<file path="config.mk">
export PLATFORM = sky130hd
export DESIGN_NAME = uart_tx_fifo_drain
export DESIGN_NICKNAME = d
export VERILOG_FILES = /design/src/rtl/uart_tx_fifo_drain_pkg.sv /design/src/rtl/uart_tx_fifo_drain_baud_timer.sv /design/src/rtl/uart_tx_fifo_drain.sv
export SDC_FILE = /design/constraint.sdc
export NUM_CORES = 1
export LEC_CHECK = 0
export CAP_MARGIN = 20
export CORE_MARGIN = 5
export CORE_UTILIZATION = 60
export DETAILED_ROUTE_END_ITERATION = 16
export PLACE_DENSITY = 0.84
export SLEW_MARGIN = 20
export SYNTH_ARGS = -nofsm -noshare
export SYNTH_HDL_FRONTEND = slang
export SYNTH_SLANG_ARGS = --single-unit
</file>
<file path="constraint.sdc">
create_clock -name i_clk -period 3.55 [get_ports i_clk]
set_clock_uncertainty 0.1 [all_clocks]
set_input_delay 0.355 -clock i_clk [delete_from_list [all_inputs] [get_ports i_clk]]
set_output_delay 0.355 -clock i_clk [all_outputs]
set_load 0.01 [all_outputs]
</file>
<file path="src/rtl/uart_tx_fifo_drain_pkg.sv">
// ============================================================================
// Module  : uart_tx_fifo_drain_pkg
// Brief   : Shared state encoding, default baud divisor and line-level helper.
// Revision: 1.0 - initial release
// ============================================================================
`default_nettype none

package uart_tx_fifo_drain_pkg;

    typedef enum logic [2:0] {
        ST_IDLE  = 3'd0,
        ST_LOAD  = 3'd1,
        ST_START = 3'd2,
        ST_DATA  = 3'd3,
        ST_STOP  = 3'd4
    } tx_state_e;

    localparam int          BAUD_W                  = 24;
    localparam logic [23:0] DEFAULT_CLOCKS_PER_BAUD = 24'd104;

    // Serial line level for a given frame state; idle, load and stop are all mark.
    function automatic logic line_level(input tx_state_e st, input logic data_lsb);
        logic lvl;
        lvl = 1'b1;
        case (st)
            ST_START: lvl = 1'b0;
            ST_DATA:  lvl = data_lsb;
            default:  lvl = 1'b1;
        endcase
        return lvl;
    endfunction

endpackage

`default_nettype wire

</file>
<file path="src/rtl/uart_tx_fifo_drain_baud_timer.sv">
// ============================================================================
// Module  : uart_tx_fifo_drain_baud_timer
// Brief   : Loadable down-counter that holds at zero and flags tick while zero.
// Revision: 1.0 - initial release
// ============================================================================
`default_nettype none

module uart_tx_fifo_drain_baud_timer
    import uart_tx_fifo_drain_pkg::*;
#(
    parameter int W = BAUD_W
) (
    input  logic         i_clk,
    input  logic         i_rst_n,
    input  logic         i_load,
    input  logic [W-1:0] i_load_val,
    output logic         o_tick
);

    logic [W-1:0] cnt_q;
    logic [W-1:0] cnt_d;

    always_comb begin
        cnt_d = cnt_q;
        if (i_load) begin
            cnt_d = i_load_val;
        end else if (cnt_q != '0) begin
            cnt_d = cnt_q - W'(1);
        end
    end

    always_ff @(posedge i_clk) begin
        if (!i_rst_n) begin
            cnt_q <= '0;
        end else begin
            cnt_q <= cnt_d;
        end
    end

    assign o_tick = (cnt_q == '0);

endmodule

`default_nettype wire

</file>
<file path="src/rtl/uart_tx_fifo_drain.sv">
// ============================================================================
// Module  : uart_tx_fifo_drain
// Brief   : Pops bytes from a show-ahead FIFO and sends each as an 8N1 frame.
// Revision: 1.0 - initial release
// ============================================================================
`default_nettype none

module uart_tx_fifo_drain
    import uart_tx_fifo_drain_pkg::*;
#(
    parameter logic [23:0] CLOCKS_PER_BAUD = DEFAULT_CLOCKS_PER_BAUD,
    parameter int          CNT_W           = 16
) (
    input  logic             i_clk,
    input  logic             i_rst_n,
    input  logic             i_empty_n,
    input  logic [7:0]       i_data,
    input  logic             i_hold,
    output logic             o_rd,
    output logic             o_uart_tx,
    output logic             o_busy,
    output logic [CNT_W-1:0] o_tx_count
);

    tx_state_e        state_q, state_d;
    logic [7:0]       shreg_q, shreg_d;
    logic [2:0]       bit_idx_q, bit_idx_d;
    logic [CNT_W-1:0] tx_count_q, tx_count_d;
    logic             tx_q, tx_d;
    logic             baud_load;
    logic             baud_tick;

    uart_tx_fifo_drain_baud_timer #(
        .W (BAUD_W)
    ) u_baud_timer (
        .i_clk      (i_clk),
        .i_rst_n    (i_rst_n),
        .i_load     (baud_load),
        .i_load_val (CLOCKS_PER_BAUD - 24'd1),
        .o_tick     (baud_tick)
    );

    always_comb begin
        state_d    = state_q;
        shreg_d    = shreg_q;
        bit_idx_d  = bit_idx_q;
        tx_count_d = tx_count_q;
        baud_load  = 1'b0;
        case (state_q)
            ST_IDLE: begin
                if (i_empty_n && !i_hold) begin
                    state_d = ST_LOAD;
                end
            end
            ST_LOAD: begin
                shreg_d   = i_data;
                baud_load = 1'b1;
                state_d   = ST_START;
            end
            ST_START: begin
                if (baud_tick) begin
                    baud_load = 1'b1;
                    bit_idx_d = 3'd0;
                    state_d   = ST_DATA;
                end
            end
            ST_DATA: begin
                if (baud_tick) begin
                    baud_load = 1'b1;
                    shreg_d   = {1'b0, shreg_q[7:1]};
                    if (bit_idx_q == 3'd7) begin
                        state_d = ST_STOP;
                    end else begin
                        bit_idx_d = bit_idx_q + 3'd1;
                    end
                end
            end
            ST_STOP: begin
                // Stop bit runs full length; the next pop is decided only here.
                if (baud_tick) begin
                    tx_count_d = tx_count_q + CNT_W'(1);
                    state_d    = (i_empty_n && !i_hold) ? ST_LOAD : ST_IDLE;
                end
            end
            default: state_d = ST_IDLE;
        endcase
        // Line level follows the next state so the registered output is aligned to it.
        tx_d = line_level(state_d, shreg_d[0]);
    end

    always_ff @(posedge i_clk) begin
        if (!i_rst_n) begin
            state_q    <= ST_IDLE;
            shreg_q    <= 8'h00;
            bit_idx_q  <= 3'd0;
            tx_count_q <= '0;
            tx_q       <= 1'b1;
        end else begin
            state_q    <= state_d;
            shreg_q    <= shreg_d;
            bit_idx_q  <= bit_idx_d;
            tx_count_q <= tx_count_d;
            tx_q       <= tx_d;
        end
    end

    assign o_rd       = (state_q == ST_LOAD);
    assign o_uart_tx  = tx_q;
    assign o_busy     = (state_q != ST_IDLE);
    assign o_tx_count = tx_count_q;

endmodule

`default_nettype wire
</file>
==> results of run 1 <==
## path summary, 6_finish.rpt
kind | start | to | cells after the start
hold / removal | bit_idx_q[2]$_SDFFE_PN0P_ | bit_idx_q[2]$_SDFFE_PN0P_ | 2
setup / recovery | u_baud_timer.cnt_q[8]$_SDFFE_PP0P_ | u_baud_timer.cnt_q[16]$_SDFFE_PP0P_ | 5
hold reg to reg | bit_idx_q[2]$_SDFFE_PN0P_ | bit_idx_q[2]$_SDFFE_PN0P_ | 2
setup reg to reg | u_baud_timer.cnt_q[8]$_SDFFE_PP0P_ | u_baud_timer.cnt_q[16]$_SDFFE_PP0P_ | 5
## metrics by stage
step,util [%],cells,worst slack (ns)
final,69.32,400,0.9473
after global routing,69.32,400,0.7692
after CTS,69.32,400,0.9686
after floorplan,-,323,1.320
after global placement,66.79,392,1.054
after detailed placement,66.79,392,1.005
## power by group through the flow
stage	combinational [mW]	clock, mW	sequential, mW
floorplan	0.776	0	0.784
detailed placement	0.874	0	0.809
global placement	0.855	0	0.803
CTS	0.881	0.436	0.795
global route	0.990	0.464	0.811
finish	0.889	0.434	0.797
## routing by layer
layer,part of all wire (%),global-route usage [%]
met5,0,0
met4,1.9,7.692
met3,2.9,4.243
met2,48,35.31
met1,47,27.47
## registers in the layout (all words and copies together), names as in the netlist
register,cells
bit_idx_q,3
o_tx_count,16
o_uart_tx,1
shreg_q,8
state_q,3
u_baud_timer.cnt_q,24
## placed cells by master, fill, tap and decap left out, types with 2 or more instances in the layout
master,netlist,routed
or4_1,6,6
or2_2,3,3
and3_1,2,2
o21ai_0,8,8
inv_1,7,7
o221a_2,6,6
nor2_1,53,53
or3_1,5,5
buf_4,0,4
o31ai_1,2,2
nand3_1,9,9
o41ai_1,2,2
clkbuf_8,0,6
clkdlybuf4s50_1,0,30
ha_1,5,5
o211ai_1,8,8
and2_1,2,2
and4_1,2,2
dfxtp_1,55,55
nor4b_1,3,3
mux2i_1,7,7
nand2_1,14,14
nor4_1,8,8
nor4_2,7,7
nand2b_1,6,6
xor2_1,16,16
nor3_1,8,8
nand4_1,14,14
nor2b_1,2,2
a21oi_1,14,14
a31oi_1,3,3
xnor2_1,12,12
## cell families (layout without fill, tap and decap cells)
logic type,after synthesis,in the layout,share of synthesized area [%]
AND/OR/NAND/NOR,152,152,30.78
flip-flops,55,55,38.97
AO/OA/AOI/OAI,49,49,11.91
XOR/XNOR,28,28,8.680
buffers and inverters,27,50,4.960
multiplexers,7,7,2.480
adder cells (fa/ha/maj),5,5,2.214
## tightest hold or removal path, delay by kind of cell, from the launching register on
kind	cells	cell delay, ns
flops	1	0.32
compound gates	1	0.05
simple gates	1	0.05
## area by class of cell
type / instances / share of cell area, %
Clock buffer: 6 / 2.556
Clock inverter: 2 / 1.084
Inverter: 8 / 0.9295
Multi-Input combinational cell: 241 / 49.03
Sequential cell: 55 / 34.08
Tap cell: 54 / 2.091
Timing Repair Buffer: 34 / 10.22
==> run summary, run 1 <==
The run finished with clean final reports. The count of boundary I/O pins is 31. Port buffering added 30 buffers. The most used flip-flop cell after synthesis is dfxtp_1.

The critical path required time is roughly 3.6 ns. The master cell of the clock root buffer is clkbuf_8. The number of enable-type register cells in the synthesized netlist came out at 0. Power comes to 2.120 mW. The area of the multi-input gates came out at 1584 um^2. The worst setup path is launched from a register.

Entering global routing, the biggest net connects 30 pins. The synthesized design contains 55 register bits. The height of the die came out at ~79 um.

The stage delay of the slowest cell on the critical path is 0.69 ns. The via count of the first global-routing pass came out at approximately 2.3k. The number of distinct standard cells referenced by the synthesized netlist came out at 49. The width of the die is around 80 um. The total area inside the core boundary comes to 4661 um^2. The part of the total power dissipated in sequential elements is roughly 38%. The final RePlAce weighted congestion is 0.8063. The number of antenna violations at the first check in global routing was 0. The most common cell in the synthesized netlist is dfxtp_1. Sorting the synthesized cells by how often they occur yields dfxtp_1, nor2_1, xor2_1. The average cell area after synthesis is between 8 and 9 um^2.

The tightest min-delay check is of the register to register type. The worst IR drop on VDD came out at just under 0.5 mV. The detailed router's first-iteration violation count is 156. The average routed wire per standard cell came out at between 15 and 20 um. The placed instance area is 3113 um^2. After synthesis, the cell types taking the most area are dfxtp_1, nor2_1, xor2_1.

Walking the worst path, the cells encountered are or4_1 -> nor2_2 -> a31oi_1 -> o21ai_2 -> nor2_1. The standby leakage power came out at 1.161 nW. The final-report max-slew violation count came to 0.

Setup repair after global routing left no endpoint under its margin. The relative slew slack is between 40% and 50%. Once the floorplan was initialized, standard cells occupied between 60 and 70% of the core. Net switching is roughly two fifths of the power. The buffering stage count on the worst path with inverters included came out at 0. The area share of the largest cell type after synthesis is roughly 39%. In this run, post-CTS hold repair placed 0 buffers. The die covers 6181 um^2. The first-pass detailed-route iteration total is 4. Counting the fill cells in the layout gives 387. The number of buffers inserted during clock tree synthesis came out at 5. The power per unit of standard cell area is 656.3 nW/um^2. The max-capacitance violation count came out at 0. The clock network latency to the later pin of the worst-skew pair is approximately 0.31 ns. The number of failing setup endpoints in the final timing report is 0.

The detailed-route via count came out at 2417. The net count after synthesis came out at 340. The biggest area contributor in the post-synthesis netlist is dfxtp_1. The post-route standard cell area excluding fillers came out at between 3000 and 4000 um^2. Summing all flip-flop and latch instances after layout gives between 1000 and 1500 um^2. The number of instances in the synthesized netlist is roughly 320. The minimum setup slack among reg-to-reg paths is ~0.95 ns. Grouping stages by cell kind, the critical path spends the most delay in simple AND/OR/NAND/NOR gates. The number of endpoints with negative hold slack in the final report came out at 0. The final setup TNS came out at 0 ns. Row generation in the floorplan step produced 25 rows. The slowest stage of the critical path belongs to the cell or4_1. The fraction of layout cells with a size suffix above 1 is around a tenth. The final layout contains routed wiring with a total length of around 6200 um. The post-synthesis sequential area ratio came out at 38.97%.

The type of element capturing the critical path is a register. The internal power is between 1 and 1.5 mW. The post-layout minimum cycle time came out at about 2.6 ns. The sum of overflow across all layers after global routing is 0.

The slew at the pin closest to its max-slew limit is 0.7830 ns. The startpoint-to-endpoint class of the critical path is register to register. The total number of clock tree sinks is 55. For this design the total switching power over the nets is around 0.86 mW.

The maximum clock insertion buffer count is 2. After detailed routing, the number of remaining DRC violations is 0. The largest fanout of any net on the critical path came out at 19.

The post-cts gate resize count came out at 0. The combined global-route utilization of all metal layers is approximately a fifth. The first-pass GRT wire length came out at ~11000 um. The final critical path takes up between 70% and 80% of the cycle. The fmax came out at around 0.38 GHz. Using the TritonRoute via totals, the vias-per-cell ratio works out to between 6 and 7. The share of flip-flops with an asynchronous set or reset after synthesis came out at 0%.

For this run, the post-layout net count is about 360. The clock slew at the register clock pins of the worst setup and hold paths is around 0.10 ns. In this run the post-CTS setup repair buffer count came out at 0.

The TritonCTS clock tree is built. 0 antenna diodes ended up in the layout. Per report_power, the clock group accounts for between 20% and 30% of the total. The count of synthesis-stage warnings from yosys is 0.

The post-synthesis instance area is 2825 um^2. The tightest hold path in the finished design has a slack of roughly 0.37 ns. From synthesis to final layout, the design area changed by 14.35%.

The remaining antenna violation count after routing is 0. The post-DP HPWL came out at 4218 um. At the worst endpoint, the arrival time is about 2.7 ns. Combinational cells account for a little over two fifths of the total power. The level count of the clock H-tree came out at 2.
(Power assumes the default switching activity.)
==> run 2, diff against run 1 <==
--- a/config.mk
+++ b/config.mk
@@ -7,9 +7,9 @@
 export LEC_CHECK = 0
 export CAP_MARGIN = 20
 export CORE_MARGIN = 5
-export CORE_UTILIZATION = 60
+export CORE_UTILIZATION = 56
 export DETAILED_ROUTE_END_ITERATION = 16
-export PLACE_DENSITY = 0.84
+export PLACE_DENSITY = 0.79
 export SLEW_MARGIN = 20
 export SYNTH_ARGS = -nofsm -noshare
 export SYNTH_HDL_FRONTEND = slang
==> constraint.sdc (replaced) <==
create_clock -name i_clk -period 2.5 [get_ports i_clk]
set_clock_uncertainty 0.1 [all_clocks]
set_input_delay 0.25 -clock i_clk [delete_from_list [all_inputs] [get_ports i_clk]]
set_output_delay 0.25 -clock i_clk [all_outputs]
set_load 0.01 [all_outputs]
==> run 2 against run 1 <==
Non-clock buffer count grew 9. Largest cell class unchanged. Worst setup slack got worse by 0.82 ns. Die area up 6.2%. Largest power group unchanged. Design area is 2.0% higher. Via count is 1.0% higher. Register-to-register slack worse by 0.82 ns. Flip-flop and latch count is the same. Global-route usage shrank 0.89 points. Maximum frequency increased by 9.7%. Clock-buffer cell count stayed put.
==> run summary, run 2 (synthesis gave the netlist of run 1 again) <==
The cell with the largest stage delay on the worst path is or4_1 (unchanged). The remaining design rule violation count came to 0 (unchanged). The max-capacitance violation count came to 0 (unchanged). The combined global-route utilization of all metal layers came out at 20.46% (was 21.34%). The clock network latency to the later pin of the worst-skew pair is 0.31 ns (about the same). The number of antenna violations at the first check in global routing came out at 0 (unchanged). The number of endpoints with negative hold slack in the final report is 0 (unchanged). The fmax came out at 0.4213 GHz (was 0.3842 GHz). The average routed wire per standard cell is 14.80 um (was 15.52 um).

Cell-by-cell trace of the critical path: or4_1 -> or2_4 -> nor4_2 -> nand4_1 -> mux2i_1 (was or4_1 -> nor2_2 -> a31oi_1 -> o21ai_2 -> nor2_1). The worst setup slack before clock tree synthesis is 0.1694 ns (was 1.005 ns). The routed via count divided by cell count is 5.787 (was 6.043). The power per unit of standard cell area was 907.4 nW/um^2 (was 656.3 nW/um^2).

The starting density of the core came out at 58.65% (was 60.62%). The maximum number of pins on one net before global-route repair is 30 (unchanged). The sort of element at the start of the critical path is a register (unchanged). The type of the worst min-delay path is register to register (unchanged). The standby leakage power is 1.188 nW (was 1.161 nW).

The width of the die is 81.03 um (was 78.62 um). The sum of overflow across all layers after global routing is 0 (unchanged). The first-pass detailed-route iteration total came out at 4 (unchanged). The fraction of layout cells with a size suffix above 1 is 11.83% (was 9.827%). The leading cell type in the layout, fill and taps excluded is dfxtp_1 (unchanged). The via count of the first global-routing pass was 2308 (was 2343).

The filler cell count in the final layout is 418 (was 387). The flip-flop count of the largest register, all copies and words added came out at 24 (unchanged). The master cell of the clock root buffer was clkbuf_8 (unchanged).

The first-pass GRT wire length is 10730 um (was 10780 um). The stage delay of the slowest cell on the critical path came out at 0.65 ns (was 0.69 ns). The post-layout minimum cycle time was 2.374 ns (was 2.603 ns).

The largest register by flop count is u_baud_timer.cnt_q (unchanged). The final setup TNS came out at 0 ns (unchanged). The level count of the clock H-tree was 2 (unchanged). The share of the clock period used by the worst path after layout came out at 94.95% (was 73.32%). The overall die area is 6566 um^2 (was 6181 um^2).

The number of buffers inserted during clock tree synthesis is 5 (unchanged). The TritonCTS clock tree is built (unchanged). The net count reported at finish is 371 (was 362). The area added between synthesis and finish is 16.61% (was 14.35%). The total wire length is 6245 um (was 6208 um).

The detailed router's first-iteration violation count came out at 245 (was 156). The type of element capturing the critical path was a register (unchanged). The clock slew at the register clock pins of the worst setup and hold paths came out at 0.10 ns (about the same).

The largest fanout of any net on the critical path came out at 29 (was 19). The area of the core is 4817 um^2 (was 4661 um^2). The final-report max-slew violation count came to 0 (unchanged). The number of buffers added on ports is 30 (unchanged).

The count of boundary I/O pins is 31 (unchanged). The relative slew slack came out at 52.99% (was 47.67%). The post-DP HPWL was 4367 um (was 4218 um). The critical path required time came out at 2.61 ns (was 3.63 ns). The detailed-route via count came to 2442 (was 2417).

The total number of clock tree sinks is 55 (unchanged). The startpoint-to-endpoint class of the critical path is register to register (unchanged). The placed instance area is 3202 um^2 (was 3113 um^2). The post-cts gate resize count came out at 0 (unchanged). Outcome: finished, final reports clean (unchanged). The count of inserted antenna diode cells is 0 (unchanged). The final worst-path setup slack came to 0.1264 ns (was 0.9473 ns). The worst IR drop on VDD is 0.6374 mV (was 0.4841 mV). The final RePlAce weighted congestion is 0.8029 (was 0.8063).

The overall power consumption is 2.989 mW (was 2.120 mW). The number of standard-cell rows in the floorplan was 25 (unchanged). The number of failing setup endpoints in the final timing report was 0 (unchanged). Most used cells in the layout excluding fill and tap cells: dfxtp_1, nor2_1, clkdlybuf4s50_1 (unchanged). The slew at the pin closest to its max-slew limit came out at 0.7037 ns (was 0.7830 ns). The post-route standard cell area excluding fillers came to 3294 um^2 (was 3231 um^2). The height of the die came out at 81.03 um (was 78.62 um). The maximum clock insertion buffer count came out at 2 (unchanged). The arrival time of data at the critical path endpoint came out at 2.48 ns (was 2.68 ns). The remaining antenna violation count after routing came out at 0 (unchanged). Unrepaired setup endpoints after global routing: no (unchanged).
==> run 2: changes by cell type in the layout (fill, tap and decap cells not counted), sizes merged <==
cell and change:
buf +9, bufinv -1, clkinvlp +1
==> run 2: metrics by stage <==
stage | std cells | util (%) | hold slack, ns
after floorplan | 323 | - | 0.2860
after global placement | 413 | 66.47 | 0.3421
after detailed placement | 413 | 66.47 | 0.3511
after CTS | 421 | 68.23 | 0.3646
after global routing | 422 | 68.39 | 0.3770
final | 422 | 68.39 | 0.3637
==> run 2: path summary, 6_finish.rpt <==
path,from,endpoint,slack (ns),depth (start not counted)
setup / recovery,u_baud_timer.cnt_q[8]$_SDFFE_PP0P_,o_tx_count[15]$_SDFFE_PN0P_,0.13,5
hold / removal,bit_idx_q[1]$_SDFFE_PN0P_,bit_idx_q[1]$_SDFFE_PN0P_,0.36,2
setup reg to reg,u_baud_timer.cnt_q[8]$_SDFFE_PP0P_,o_tx_count[15]$_SDFFE_PN0P_,0.13,5
hold reg to reg,bit_idx_q[1]$_SDFFE_PN0P_,bit_idx_q[1]$_SDFFE_PN0P_,0.36,2
==> run 2: critical path, delay by kind of cell (launching register included) <==
| kind | cells | cell delay, ns |
|---|---|---|
| mux | 1 | 0.14 |
| flops | 1 | 0.36 |
| simple gates | 4 | 1.67 |
==> run 2: metal layers <==
metal / vias up / wire, um / GRT usage (%)
met5: - / 0 / 0
met4: 0 / 58 / 5.068
met3: 7 / 278 / 4.435
met2: 56 / 3082 / 33.91
met1: 1155 / 2825 / 27.05
li1: 1224 / - / -
==> run 2: power breakdown <==
part / switching (mW) / internal [mW] / leakage [nW] / total [mW]
sequential: 0.127 / 0.998 / 0.447 / 1.12
clock: 0.285 / 0.197 / 0.0412 / 0.482
combinational: 0.837 / 0.546 / 0.701 / 1.38
==> run 2: layout make-up <==
type                    instances  area [um^2]  area share (%)
clock buffers                   6        72.57           2.203
clock inverters                 2        12.51          0.3798
multi-input cells             241         1584           48.08
repair buffers                 43        410.4           12.46
inverters                       8        30.03          0.9115
flip-flops and latches         55         1101           33.42
well taps                      67        83.83           2.545
==> run 2: repair_timing <==
action                                  4_1_cts  5_1_grt
endpoints found under the setup margin        0        1
hold buffers                                  0        0
setup buffers                                 0        1
==> run 3, diff against run 2 <==
--- a/config.mk
+++ b/config.mk
@@ -7,9 +7,10 @@
 export LEC_CHECK = 0
 export CAP_MARGIN = 20
 export CORE_MARGIN = 5
-export CORE_UTILIZATION = 56
+export CORE_UTILIZATION = 50
 export DETAILED_ROUTE_END_ITERATION = 16
-export PLACE_DENSITY = 0.79
+export PLACE_DENSITY = 0.72
+export SKIP_CTS_REPAIR_TIMING = 1
 export SLEW_MARGIN = 20
 export SYNTH_ARGS = -nofsm -noshare
 export SYNTH_HDL_FRONTEND = slang
==> run 3 against run 2 <==
First-iteration DRC count down 57%. Flip-flop and latch count unchanged. Non-clock buffer count grew 1. Die area up 10%. Via count rose by 1.1%. Total power is 2.2% higher. Critical endpoint unchanged. Highest routed layer unchanged.
==> run summary, run 3 (synthesis gave the netlist of run 1 again) <==
Outcome: finished, final reports clean (unchanged). The clock network latency to the later pin of the worst-skew pair came out at 0.30 ns (was 0.31 ns). The clock slew at the register clock pins of the worst setup and hold paths is 0.09 ns (was 0.10 ns).

The post-DP HPWL came out at 4212 um (was 4367 um). The number of antenna violations at the first check in global routing is 0 (unchanged). The post-layout minimum cycle time is 2.357 ns (was 2.374 ns).

The number of endpoints with negative hold slack in the final report is 0 (unchanged). The remaining antenna violation count after routing came out at 0 (unchanged). The worst IR drop on VDD came out at 0.5547 mV (was 0.6374 mV). The average routed wire per standard cell is 14.27 um (was 14.80 um). The arrival time of data at the critical path endpoint came out at 2.45 ns (was 2.48 ns). The number of buffers added on ports came out at 30 (unchanged). Unrepaired setup endpoints after global routing: no (unchanged).

The number of failing setup endpoints in the final timing report is 0 (unchanged). The area of the core came out at 5507 um^2 (was 4817 um^2). The stage delay of the slowest cell on the critical path was 0.65 ns (about the same).

The sum of overflow across all layers after global routing is 0 (unchanged). The buffering stage count on the worst path with inverters included came out at 0 (unchanged). The critical path required time was 2.60 ns (was 2.61 ns). The category of cells accounting for the largest share of critical-path delay is simple AND/OR/NAND/NOR gates (unchanged). The largest fanout of any net on the critical path came out at 29 (unchanged). The detailed router's first-iteration violation count came out at 106 (was 245). The largest register by flop count is u_baud_timer.cnt_q (unchanged). The slew at the pin closest to its max-slew limit is 0.4844 ns (was 0.7037 ns). The relative slew slack is 67.25% (was 52.99%). The TritonCTS clock tree is built (unchanged). The number of standard-cell rows in the floorplan came to 27 (was 25). The remaining design rule violation count is 0 (unchanged).

The number of buffers inserted during clock tree synthesis came to 5 (unchanged). The cell with the largest stage delay on the worst path is or4_1 (unchanged). The routed via count divided by cell count is 5.769 (was 5.787). The share of the clock period used by the worst path after layout was 94.27% (was 94.95%). The power per unit of standard cell area came out at 918.5 nW/um^2 (was 907.4 nW/um^2).

The first-pass GRT wire length is 10420 um (was 10730 um). The overall die area came out at 7254 um^2 (was 6566 um^2). The count of inserted antenna diode cells is 0 (unchanged). The final setup TNS is 0 ns (unchanged). The combined global-route utilization of all metal layers came out at 17.01% (was 20.46%). The count of boundary I/O pins came out at 31 (unchanged). The flip-flop count of the largest register, all copies and words added came to 24 (unchanged). The via count of the first global-routing pass was 2295 (was 2308). The width of the die came out at 85.17 um (was 81.03 um).

The leading cell type in the layout, fill and taps excluded is dfxtp_1 (unchanged). The overall power consumption came to 3.056 mW (was 2.989 mW). The height of the die is 85.17 um (was 81.03 um). The starting density of the core came out at 51.31% (was 58.65%). The maximum clock insertion buffer count is 2 (unchanged). The total number of clock tree sinks came out at 55 (unchanged). The standby leakage power is 1.206 nW (was 1.188 nW).

The fmax is 0.4243 GHz (was 0.4213 GHz). The level count of the clock H-tree is 2 (unchanged). The area added between synthesis and finish came out at 17.76% (was 16.61%). The final RePlAce weighted congestion is 0.8459 (was 0.8029). The type of element capturing the critical path was a register (unchanged). The type of the worst min-delay path is register to register (unchanged). The sort of element at the start of the critical path is a register (unchanged). The total wire length is 6109 um (was 6245 um). The max-capacitance violation count is 0 (unchanged).

Most used cells in the layout excluding fill and tap cells: dfxtp_1, nor2_1, clkdlybuf4s50_1 (unchanged). The maximum number of pins on one net before global-route repair was 30 (unchanged). The cell depth of the worst min-delay path is 2 (unchanged). The startpoint-to-endpoint class of the critical path is register to register (unchanged). The final-report max-slew violation count came to 0 (unchanged). The worst-case reg-to-reg path depth is 5 (unchanged).

Cell-by-cell trace of the critical path: or4_1 -> or2_4 -> nor4_2 -> nand4_1 -> mux2i_1 (unchanged). The fraction of layout cells with a size suffix above 1 came out at 12.08% (was 11.83%). The first-pass detailed-route iteration total came out at 4 (unchanged). The detailed-route via count is 2469 (was 2442). The net count reported at finish is 372 (was 371). The master cell of the clock root buffer is clkbuf_8 (unchanged). The logic depth of the worst setup path including buffers is 5 (unchanged).
==> run 3: layout make-up <==
type                            count  area (um^2)
Clock buffer                        8        100.1
Fill cell                         492         2180
Inverter                            8        30.03
Multi-Input combinational cell    241         1584
Sequential cell                    55         1101
Tap cell                           72        90.09
Timing Repair Buffer               44        421.7
==> run 3: worst paths after layout <==
| kind | startpoint | endpoint | slack (ns) |
|---|---|---|---|
| max reg2reg | u_baud_timer.cnt_q[8]$_SDFFE_PP0P_ | o_tx_count[15]$_SDFFE_PN0P_ | 0.14 |
| max | u_baud_timer.cnt_q[8]$_SDFFE_PP0P_ | o_tx_count[15]$_SDFFE_PN0P_ | 0.14 |
| min reg2reg | bit_idx_q[2]$_SDFFE_PN0P_ | bit_idx_q[2]$_SDFFE_PN0P_ | 0.36 |
| min | bit_idx_q[2]$_SDFFE_PN0P_ | bit_idx_q[2]$_SDFFE_PN0P_ | 0.36 |
==> run 3: stage by stage <==
step | hold WS (ns) | instance area (um^2) | util (%) | std cells | worst slack (ns)
after floorplan | 0.2860 | 2825 | - | 323 | 0.2699
after global placement | 0.3412 | 3216 | 58.40 | 419 | 0.2194
after detailed placement | 0.3529 | 3216 | 58.40 | 419 | 0.1235
after CTS | 0.3662 | 3316 | 60.21 | 427 | 0.09589
after global routing | 0.3878 | 3327 | 60.42 | 428 | 0.01091
final | 0.3606 | 3327 | 60.42 | 428 | 0.1433
==> run 3: report_power, final <==
part	leakage (nW)	internal (mW)	switching (mW)	total, mW
Sequential	0.447	0.998	0.130	1.13
Clock	0.0515	0.254	0.276	0.529
Combinational	0.708	0.572	0.827	1.40
==> run 3: per-layer routing <==
layer | vias up | part of all wire (%) | global-route usage (%)
met1 | 1185 | 48 | 23.77
met2 | 50 | 47 | 26.91
met3 | 6 | 4.1 | 3.010
met4 | 0 | 0.90 | 4.748
li1 | 1228 | - | -
met5 | - | 0 | 0
==> run 3: worst register-to-register path, stage by stage, from the launching register on <==
cell,delay (ns)
dfxtp_1,0.36
or4_1,0.65
or2_4,0.44
nor4_2,0.41
nand4_1,0.16
mux2i_1,0.14
